`src/rtl/riscv_ctrl_pkg.sv`:
```
// Shared types and mux-select encodings for the multicycle RV32I control sequencer.
//   opcode_e       : RV32I major opcodes the sequencer understands
//   instr_class_e  : decoded instruction class driving the FSM branch out of DECODE
//   state_t        : sequencer states
//   SRCA_/SRCB_/RES_/IMM_/ALUOP_ : datapath mux and ALU-decoder select encodings
package riscv_ctrl_pkg;

    localparam int unsigned OPC_W = 7;
    localparam int unsigned SEL_W = 2;
    localparam int unsigned IMM_W = 3;

    typedef enum logic [OPC_W-1:0] {
        OPC_LOAD   = 7'b0000011,
        OPC_STORE  = 7'b0100011,
        OPC_OP     = 7'b0110011,
        OPC_OP_IMM = 7'b0010011,
        OPC_BRANCH = 7'b1100011,
        OPC_JAL    = 7'b1101111,
        OPC_JALR   = 7'b1100111,
        OPC_LUI    = 7'b0110111,
        OPC_AUIPC  = 7'b0010111
    } opcode_e;

    typedef enum logic [3:0] {
        CLS_ILLEGAL,
        CLS_LOAD,
        CLS_STORE,
        CLS_ALU_R,
        CLS_ALU_I,
        CLS_BRANCH,
        CLS_JAL,
        CLS_JALR,
        CLS_LUI,
        CLS_AUIPC
    } instr_class_e;

    typedef enum logic [3:0] {
        S_FETCH,
        S_DECODE,
        S_MEMADR,
        S_MEMREAD,
        S_MEMWB,
        S_MEMWRITE,
        S_EXECR,
        S_EXECI,
        S_EXECU,
        S_ALUWB,
        S_BRANCH,
        S_JALR,
        S_JAL
    } state_t;

    localparam logic [SEL_W-1:0] SRCA_PC    = 2'b00;
    localparam logic [SEL_W-1:0] SRCA_OLDPC = 2'b01;
    localparam logic [SEL_W-1:0] SRCA_RS1   = 2'b10;
    localparam logic [SEL_W-1:0] SRCA_ZERO  = 2'b11;

    localparam logic [SEL_W-1:0] SRCB_RS2  = 2'b00;
    localparam logic [SEL_W-1:0] SRCB_IMM  = 2'b01;
    localparam logic [SEL_W-1:0] SRCB_FOUR = 2'b10;

    localparam logic [SEL_W-1:0] RES_ALUOUT    = 2'b00;
    localparam logic [SEL_W-1:0] RES_MEMDATA   = 2'b01;
    localparam logic [SEL_W-1:0] RES_ALURESULT = 2'b10;

    localparam logic [IMM_W-1:0] IMM_I = 3'b000;
    localparam logic [IMM_W-1:0] IMM_S = 3'b001;
    localparam logic [IMM_W-1:0] IMM_B = 3'b010;
    localparam logic [IMM_W-1:0] IMM_J = 3'b011;
    localparam logic [IMM_W-1:0] IMM_U = 3'b100;

    localparam logic [SEL_W-1:0] ALUOP_ADD    = 2'b00;
    localparam logic [SEL_W-1:0] ALUOP_BRANCH = 2'b01;
    localparam logic [SEL_W-1:0] ALUOP_FUNCT  = 2'b10;

endpackage

```
`src/rtl/ctrl_opcode_decode.sv`:
```
// Combinational opcode decode: classifies instr[6:0] and selects the immediate format.
//   opcode_i      in  7  instruction opcode field
//   instr_class_o out    instruction class (CLS_ILLEGAL for unknown opcodes)
//   imm_src_o     out 3  immediate format select (I for classes without an immediate)
module ctrl_opcode_decode
    import riscv_ctrl_pkg::*;
(
    input  logic [OPC_W-1:0] opcode_i,
    output instr_class_e     instr_class_o,
    output logic [IMM_W-1:0] imm_src_o
);

    always_comb begin
        instr_class_o = CLS_ILLEGAL;
        imm_src_o     = IMM_I;
        case (opcode_i)
            OPC_LOAD:   instr_class_o = CLS_LOAD;
            OPC_STORE:  begin instr_class_o = CLS_STORE;  imm_src_o = IMM_S; end
            OPC_OP:     instr_class_o = CLS_ALU_R;
            OPC_OP_IMM: instr_class_o = CLS_ALU_I;
            OPC_BRANCH: begin instr_class_o = CLS_BRANCH; imm_src_o = IMM_B; end
            OPC_JAL:    begin instr_class_o = CLS_JAL;    imm_src_o = IMM_J; end
            OPC_JALR:   instr_class_o = CLS_JALR;
            OPC_LUI:    begin instr_class_o = CLS_LUI;    imm_src_o = IMM_U; end
            OPC_AUIPC:  begin instr_class_o = CLS_AUIPC;  imm_src_o = IMM_U; end
            default:    ;
        endcase
    end

endmodule

```
`src/rtl/multicycle_ctrl_fsm.sv`:
```
// Multicycle RV32I control sequencer. Steps each instruction through FETCH/DECODE/EXECUTE/
// MEM/WB over a shared ALU/memory datapath and drives its mux selects and write enables.
// Memory uses a req/ready handshake guarded by a timeout watchdog.
//   clk_i, rst_ni        clock, async active-low reset
//   opcode_i             instr[6:0] from the IR (sampled in DECODE/MEMADR/EXECU only)
//   branch_taken_i       branch-condition result from the datapath
//   mem_ready_i          memory completes the current access this cycle
//   mem_req_o/mem_write_o/adr_src_o   memory request, store, address select
//   ir_write_o/pc_write_o/reg_write_o write enables
//   result_src_o/alu_src_a_o/alu_src_b_o/alu_op_o/imm_src_o  datapath selects
//   illegal_o            pulse: unknown opcode in DECODE
//   mem_err_o            sticky: watchdog expired
//   retire_o             pulse: last state of a completed instruction
module multicycle_ctrl_fsm
    import riscv_ctrl_pkg::*;
#(
    parameter int unsigned MEM_TIMEOUT = 16
) (
    input  logic             clk_i,
    input  logic             rst_ni,
    input  logic [OPC_W-1:0] opcode_i,
    input  logic             branch_taken_i,
    input  logic             mem_ready_i,
    output logic             mem_req_o,
    output logic             mem_write_o,
    output logic             adr_src_o,
    output logic             ir_write_o,
    output logic             pc_write_o,
    output logic             reg_write_o,
    output logic [SEL_W-1:0] result_src_o,
    output logic [SEL_W-1:0] alu_src_a_o,
    output logic [SEL_W-1:0] alu_src_b_o,
    output logic [SEL_W-1:0] alu_op_o,
    output logic [IMM_W-1:0] imm_src_o,
    output logic             illegal_o,
    output logic             mem_err_o,
    output logic             retire_o
);

    localparam bit          WD_EN   = (MEM_TIMEOUT > 0);
    localparam int unsigned WD_W    = WD_EN ? $clog2(MEM_TIMEOUT + 1) : 1;
    localparam logic [WD_W-1:0] WD_MAX  = WD_W'(MEM_TIMEOUT);
    localparam logic [WD_W-1:0] WD_LAST = WD_W'(WD_EN ? MEM_TIMEOUT - 1 : 0);

    state_t            state_q, state_d;
    instr_class_e      instr_class;
    logic [WD_W-1:0]   wd_cnt_q;
    logic              abort_q;
    logic              mem_err_q;

    logic              mem_req_c;
    logic              mem_ack_c;
    logic              wd_wait_c;
    logic              wd_expire_c;
    logic              write_c, adr_c, ir_c, pc_c, reg_c, illegal_c, retire_c;
    logic [SEL_W-1:0]  res_c, src_a_c, src_b_c, alu_op_c;

    ctrl_opcode_decode u_decode (
        .opcode_i      (opcode_i),
        .instr_class_o (instr_class),
        .imm_src_o     (imm_src_o)
    );

    // Request is Moore on the memory states; suppressed for the single cycle after a timeout.
    assign mem_req_c   = ((state_q == S_FETCH) || (state_q == S_MEMREAD) || (state_q == S_MEMWRITE))
                         && !abort_q;
    assign mem_ack_c   = mem_req_c && mem_ready_i;
    assign wd_wait_c   = mem_req_c && !mem_ready_i;
    // Fires on the MEM_TIMEOUT-th consecutive waiting cycle.
    assign wd_expire_c = WD_EN && wd_wait_c && (wd_cnt_q == WD_LAST);

    // State register.
    always_ff @(posedge clk_i or negedge rst_ni) begin
        if (!rst_ni) begin
            state_q <= S_FETCH;
        end else begin
            state_q <= state_d;
        end
    end

    // Watchdog: saturating wait counter, one-cycle request abort, sticky error flag.
    always_ff @(posedge clk_i or negedge rst_ni) begin
        if (!rst_ni) begin
            wd_cnt_q  <= '0;
            abort_q   <= 1'b0;
            mem_err_q <= 1'b0;
        end else begin
            abort_q   <= wd_expire_c;
            mem_err_q <= mem_err_q || wd_expire_c;
            if (!wd_wait_c || wd_expire_c) begin
                wd_cnt_q <= '0;
            end else if (wd_cnt_q != WD_MAX) begin
                wd_cnt_q <= wd_cnt_q + WD_W'(1);
            end
        end
    end

    // Next state and Moore/qualified control outputs.
    always_comb begin
        state_d   = state_q;
        write_c   = 1'b0;
        adr_c     = 1'b0;
        ir_c      = 1'b0;
        pc_c      = 1'b0;
        reg_c     = 1'b0;
        illegal_c = 1'b0;
        retire_c  = 1'b0;
        res_c     = RES_ALUOUT;
        src_a_c   = SRCA_PC;
        src_b_c   = SRCB_RS2;
        alu_op_c  = ALUOP_ADD;

        case (state_q)
            S_FETCH: begin
                src_a_c = SRCA_PC;
                src_b_c = SRCB_FOUR;
                res_c   = RES_ALURESULT;
                ir_c    = mem_ack_c;
                pc_c    = mem_ack_c;
                if (mem_ack_c) state_d = S_DECODE;
            end
            S_DECODE: begin
                src_a_c = SRCA_OLDPC;
                src_b_c = SRCB_IMM;
                case (instr_class)
                    CLS_LOAD, CLS_STORE: state_d = S_MEMADR;
                    CLS_ALU_R:           state_d = S_EXECR;
                    CLS_ALU_I:           state_d = S_EXECI;
                    CLS_BRANCH:          state_d = S_BRANCH;
                    CLS_JAL:             state_d = S_JAL;
                    CLS_JALR:            state_d = S_JALR;
                    CLS_LUI, CLS_AUIPC:  state_d = S_EXECU;
                    default: begin
                        state_d   = S_FETCH;
                        illegal_c = 1'b1;
                    end
                endcase
            end
            S_MEMADR: begin
                src_a_c = SRCA_RS1;
                src_b_c = SRCB_IMM;
                state_d = (instr_class == CLS_STORE) ? S_MEMWRITE : S_MEMREAD;
            end
            S_MEMREAD: begin
                adr_c = 1'b1;
                if (mem_ack_c) state_d = S_MEMWB;
            end
            S_MEMWB: begin
                res_c    = RES_MEMDATA;
                reg_c    = 1'b1;
                retire_c = 1'b1;
                state_d  = S_FETCH;
            end
            S_MEMWRITE: begin
                write_c = 1'b1;
                adr_c   = 1'b1;
                if (mem_ack_c) begin
                    retire_c = 1'b1;
                    state_d  = S_FETCH;
                end
            end
            S_EXECR: begin
                src_a_c  = SRCA_RS1;
                src_b_c  = SRCB_RS2;
                alu_op_c = ALUOP_FUNCT;
                state_d  = S_ALUWB;
            end
            S_EXECI: begin
                src_a_c  = SRCA_RS1;
                src_b_c  = SRCB_IMM;
                alu_op_c = ALUOP_FUNCT;
                state_d  = S_ALUWB;
            end
            S_EXECU: begin
                src_a_c = (instr_class == CLS_LUI) ? SRCA_ZERO : SRCA_OLDPC;
                src_b_c = SRCB_IMM;
                state_d = S_ALUWB;
            end
            S_ALUWB: begin
                reg_c    = 1'b1;
                retire_c = 1'b1;
                state_d  = S_FETCH;
            end
            S_BRANCH: begin
                src_a_c  = SRCA_RS1;
                src_b_c  = SRCB_RS2;
                alu_op_c = ALUOP_BRANCH;
                pc_c     = branch_taken_i;
                retire_c = 1'b1;
                state_d  = S_FETCH;
            end
            S_JALR: begin
                src_a_c = SRCA_RS1;
                src_b_c = SRCB_IMM;
                state_d = S_JAL;
            end
            S_JAL: begin
                // PC takes the target held in ALUOut while the ALU forms the link value.
                src_a_c = SRCA_OLDPC;
                src_b_c = SRCB_FOUR;
                pc_c    = 1'b1;
                state_d = S_ALUWB;
            end
            default: state_d = S_FETCH;
        endcase

        if (wd_expire_c) state_d = S_FETCH;
    end

    // Memory strobes and write enables are masked while reset is held so an access dies at once.
    assign mem_req_o    = mem_req_c && rst_ni;
    assign mem_write_o  = write_c && mem_req_c && rst_ni;
    assign ir_write_o   = ir_c && rst_ni;
    assign pc_write_o   = pc_c && rst_ni;
    assign adr_src_o    = adr_c;
    assign reg_write_o  = reg_c;
    assign result_src_o = res_c;
    assign alu_src_a_o  = src_a_c;
    assign alu_src_b_o  = src_b_c;
    assign alu_op_o     = alu_op_c;
    assign illegal_o    = illegal_c;
    assign retire_o     = retire_c;
    assign mem_err_o    = mem_err_q;

endmodule

```
`config.mk`:
```
export PLATFORM = sky130hd
export DESIGN_NAME = multicycle_ctrl_fsm
export DESIGN_NICKNAME = d
export VERILOG_FILES = /design/src/rtl/riscv_ctrl_pkg.sv /design/src/rtl/ctrl_opcode_decode.sv /design/src/rtl/multicycle_ctrl_fsm.sv
export SDC_FILE = /design/constraint.sdc
export NUM_CORES = 1
export LEC_CHECK = 0
export ABC_AREA = 1
export CORE_AREA = 2 2 53 55
export CTS_BUF_LIST = sky130_fd_sc_hd__clkbuf_8
export CTS_CLUSTER_DIAMETER = 80
export DETAILED_ROUTE_END_ITERATION = 8
export DIE_AREA = 0 0 55 57
export PLACE_DENSITY = 0.73
export SETUP_SLACK_MARGIN = 0.4
export SYNTH_ARGS = -nofsm -noshare
export SYNTH_HDL_FRONTEND = slang
export SYNTH_HIERARCHICAL = 1
export SYNTH_SLANG_ARGS = --single-unit
```
`constraint.sdc`:
```
create_clock -name clk_i -period 1.5 [get_ports clk_i]
set_clock_uncertainty 0.1 [all_clocks]
set_input_delay 0.225 -clock clk_i [delete_from_list [all_inputs] [get_ports clk_i]]
set_output_delay 0.225 -clock clk_i [all_outputs]
set_load 0.02 [all_outputs]
```
==> results.toml, run 1 <==
[floorplan]
pin_count = 31
die_w_um = 55
start_util = 0.419
fp.dieH_um = 57
row_count = 19

[logic_synthesis]
synth-adder-area-share = 0.0342
synth_top_family_by_area = "simple AND/OR/NAND/NOR gates"
syn_inst = 177
synth.distinct_cells = 25
synthXorXnorAreaFrac = 0.0240
postSynthAreaPerCell_um2 = 6.19
syn-num-nets = 191
synth_compound_area_frac = 0.0925
synthMuxAreaShare = 0
synth_area_mm2 = 0.00110
yosysSeqAreaShare = 0.251
synth-seq-cells = 11
synthSimpleGateAreaFrac = 0.489
ys_warn_count = 6

[outcome]
outcome = "did not finish"
toolErrorMsg = "[ERROR DPL-0038] Utilization greater than 100%, impossible to legalize"
lastStage = "global routing"

[clock_tree]
ctsHtreeMaxLevel = 1
clockBufferDepth = 2
cts-buffers-inserted = 3
cts_root_buf = "clkbuf_8"
cts.sinks = 11
cts_hold_buf = 0

[sta]
endpoint_type = "output port"
postGrtWorstEndpoint = "illegal_o"

[place]
dp_hpwl_um = 2730
port_buffers = 30
dpl_cell_area_mm2 = 0.00205
gp_congestion = 0.843

[global_routing]
grt_max_degree = 12
through the flow:
stage	hold WS (ps)	cells	setup slack, ps	utilization
after floorplan	-171	177	7.31	-
after global placement	371	281	-1130	0.785
after detailed placement	378	281	-1200	0.785
after CTS	219	303	-283	0.940
repair_timing:
action / in CTS
pin swaps: 32
gates cloned: 0
gates resized for setup: 209
buffers inserted: 18
endpoints found under the setup margin: 31
synth_stat cells, drive strengths merged:
library cell	number	area (um2)
o211ai	1	12.5
nor3	6	35.0
nand3	16	97.6
a21oi	6	37.5
and3	1	6.26
dfrtp	11	275
ha	3	37.5
xor2	3	26.3
o21ai	9	45.0
inv	32	120
nand4	5	52.6
nand2	50	195
nor2	33	149
a31oi	1	6.26
cell families after synthesis:
logic type | count (synthesis)
AND/OR/NAND/NOR | 111
XOR/XNOR | 3
adder cells (fa/ha/maj) | 3
AO/OA/AOI/OAI | 17
buffers and inverters | 32
flip-flops | 11
==> inputs of run 2 (changes only) <==
CORE_AREA = 2 2 63 65   (was 2 2 53 55)
CTS_BUF_LIST = default   (was sky130_fd_sc_hd__clkbuf_8)
CTS_CLUSTER_DIAMETER = default   (was 80)
DIE_AREA = 0 0 65 67   (was 0 0 55 57)
PLACE_DENSITY = default   (was 0.73)
PLACE_DENSITY_LB_ADDON = 0.15   (was default)
SETUP_SLACK_MARGIN = default   (was 0.4)
clock period = 2 ns   (was 1.5 ns; I/O delays follow)
==> run 2 against run 1 <==
- synthesized area is the same
- synthesized cell count is the same
- the run now ends clean
==> results.toml, run 2 <==
[logic_synthesis]
synth.distinct_cells = 25
synthTopCellsByArea = "dfrtp_1 (25%), nand2_1 (16%), nor2_1 (9.2%), inv_1 (8.9%), nand3_1 (6.4%)"
yosysMostFrequentCell = "nand2_1"
synthArstFlopShare = 1.00
ys_warn_count = 6
yosys-top-cells-count = "nand2_1 (47), nor2_1 (27), inv_1 (26)"
synth_top_area_cell = "dfrtp_1"
yosysSeqAreaShare = 0.251
postSynthAreaPerCell_um2 = 6.19
netlist.area_leader.share = 0.251
syn-num-nets = 191
synth-edff-count = 0
synth_area_mm2 = 0.00110
synth_flop_cell = "dfrtp_1"
synth-seq-cells = 11
syn_inst = 177

[floorplan]
die_w_um = 65
fp.dieH_um = 67
start_util = 0.304
core_area_mm2 = 0.00361
die-area_mm2 = 0.00436
row_count = 22
pin_count = 31

[power_and_ir_drop]
power.internal_mw = 1.01
ir_drop_uv = 459
switching_share = 0.472
p_seq_frac = 0.175
switchingPower_mw = 0.903
combPwrFrac = 0.707
power.total_mw = 1.91
p_leak_nw = 1.08
power_density_mw_per_mm2 = 1020
p_clk_frac = 0.119

[sta]
hold_viol_final = 0
finalCritPeriodShare = 0.984
slew_headroom = 0.819
slew_viol_final = 0
setup_violations = 0
layout_setup_ws_ps = 31.2
tightestPinTransition_ps = 269
rsz0062_at_grt = "yes"
period_minus_slack_ps = 1970
fmax_mhz = 508
whs_ps = 299

[final_layout]
largest_register_ffs = 5
drive_gt1_frac = 0.443
nets = 268
diodes = 0
largest_register = "wd_cnt_q"
area_delta_synth_final_pct = 70.4
reg_top3 = "wd_cnt_q: 5 flops, state_q: 4 flops"
layout_common_cells = "buf_4 (45), nand2_1 (36), nor2_1 (23), inv_1 (22), nand3_1 (11)"
layout_commonest_cell = "buf_4"
n_fill_cell = 390

[place]
pre_cts_ws_ps = -896
dp_hpwl_um = 2430
port_buffers = 30
gp_congestion = 0.809

[routing]
vias = 1333
drc = 0
antenna_left = 0
top_layer = "met4"
dr_wl_met2_um = 1640
wl_um = 3160
wl_met3_um = 96
drt-initial-drc-count = 34
dr.pass1.iters = 4
wl_met1_um = 1380
wl_per_cell_um = 10.5
via_per_inst = 4.43

[global_routing]
grt_max_degree = 12
grt_pass1_vias = 1241
grt-ovfl-total = 0
grt_antenna_before_repair = 0
grt_pass1_wl_um = 5180
track_usage = 0.153

[clock_tree]
clock_latency_ps = 240
cts_hold_buf = 0
cts.sinks = 11
ctsHtreeMaxLevel = 1
clockBufferDepth = 2
cts_root_buf = "clkbuf_8"
cts-buffers-inserted = 3
clk_pin_slew_worst_paths_ps = 50
cts_tree = "built"

[setup_path]
path_class = "in -> out"
cp_max_fo = 5
required_ps = 1600
worst_setup_path_start_kind = "primary input"
cp-end-kind = "output pin"
cp.arrival_ps = 1570

[run]
drv_cap = 0

[hold_path]
min_path_type = "in -> async"

[outcome]
outcome = "finished clean"
-- run 2: cell counts after synthesis --
Identical to the previous run, type by type.
-- run 2: path summary, 6_finish.rpt --
check / from / to / slack [ps] / cells past startpoint
max: opcode_i[5] / illegal_o / 30 / 11
min: rst_ni / wd_cnt_q[4]$_DFFE_PN0P_ / 300 / 2
max reg2reg: wd_cnt_q[1]$_DFFE_PN0P_ / state_q[0]$_DFFE_PN0P_ / 410 / 6
min reg2reg: mem_err_o$_DFF_PN0_ / mem_err_o$_DFF_PN0_ / 370 / 2
max in group asynchronous: rst_ni / state_q[0]$_DFFE_PN0P_ / 1340 / 2
min in group clk_i: mem_err_o$_DFF_PN0_ / mem_err_o$_DFF_PN0_ / 370 / 2
-- run 2: stage by stage --
step	instances	cell area, um2	util	TNS [ps]
5_1_grt	301	1870	0.518	-73.0
4_1_cts	298	1830	0.508	-48.1
3_5_place_dp	292	1730	0.481	-3770
2_1_floorplan	177	1100	-	0
3_3_place_gp	292	1730	0.481	-3920
6_report	301	1870	0.518	0
-- run 2: logic make-up (layout without fill, tap and decap cells) --
group / count (synthesis) / after routing / share of synthesized area
simple gates: 111 / 111 / 0.489
buf+inv: 32 / 108 / 0.110
compound gates: 17 / 17 / 0.0925
flops: 11 / 11 / 0.251
fa+ha+maj: 3 / 3 / 0.0343
xor+xnor: 3 / 3 / 0.0240
-- run 2: worst max-delay path, cell delays in order --
cell and delay (ps):
clkbuf_2 170, nand2_2 100, nor2_4 180, nand2_4 90, nand3_4 110, buf_4 110
nor3_2 40, a21oi_2 140, nand2_1 70, nor2_1 90, buf_4 140
-- run 2: routing by layer --
metal	GRT usage	vias up
met1	0.185	599
met3	0.0287	4
met2	0.280	19
li1	-	711
met4	0.0319	0
met5	0	-
-- run 2: cell type report --
class,instances,area [um2],area share
Multi-Input combinational cell,134,821,0.439
Timing Repair Buffer,72,544,0.291
Sequential cell,11,278,0.149
Inverter,32,120,0.0643
Tap cell,48,60.1,0.0322
Clock buffer,4,45.0,0.0241
-- run 2: power by group through the flow --
stage                     Sequential [mW]  Clock, mW  Combinational, mW
after floorplan                     0.325          0              0.738
after global placement              0.330          0               1.42
after detailed placement            0.330          0               1.42
after CTS                           0.332      0.234               1.35
after global routing                0.344      0.243               1.50
final                               0.334      0.227               1.35
-- run 2: what timing repair did --
item	in CTS	in global routing
buffers inserted	2	3
setup endpoints to repair	20	14
pin swaps	6	13
gates cloned	0	0
gates resized for setup	70	42
No activity file was read; power rests on OpenSTA's default activity.
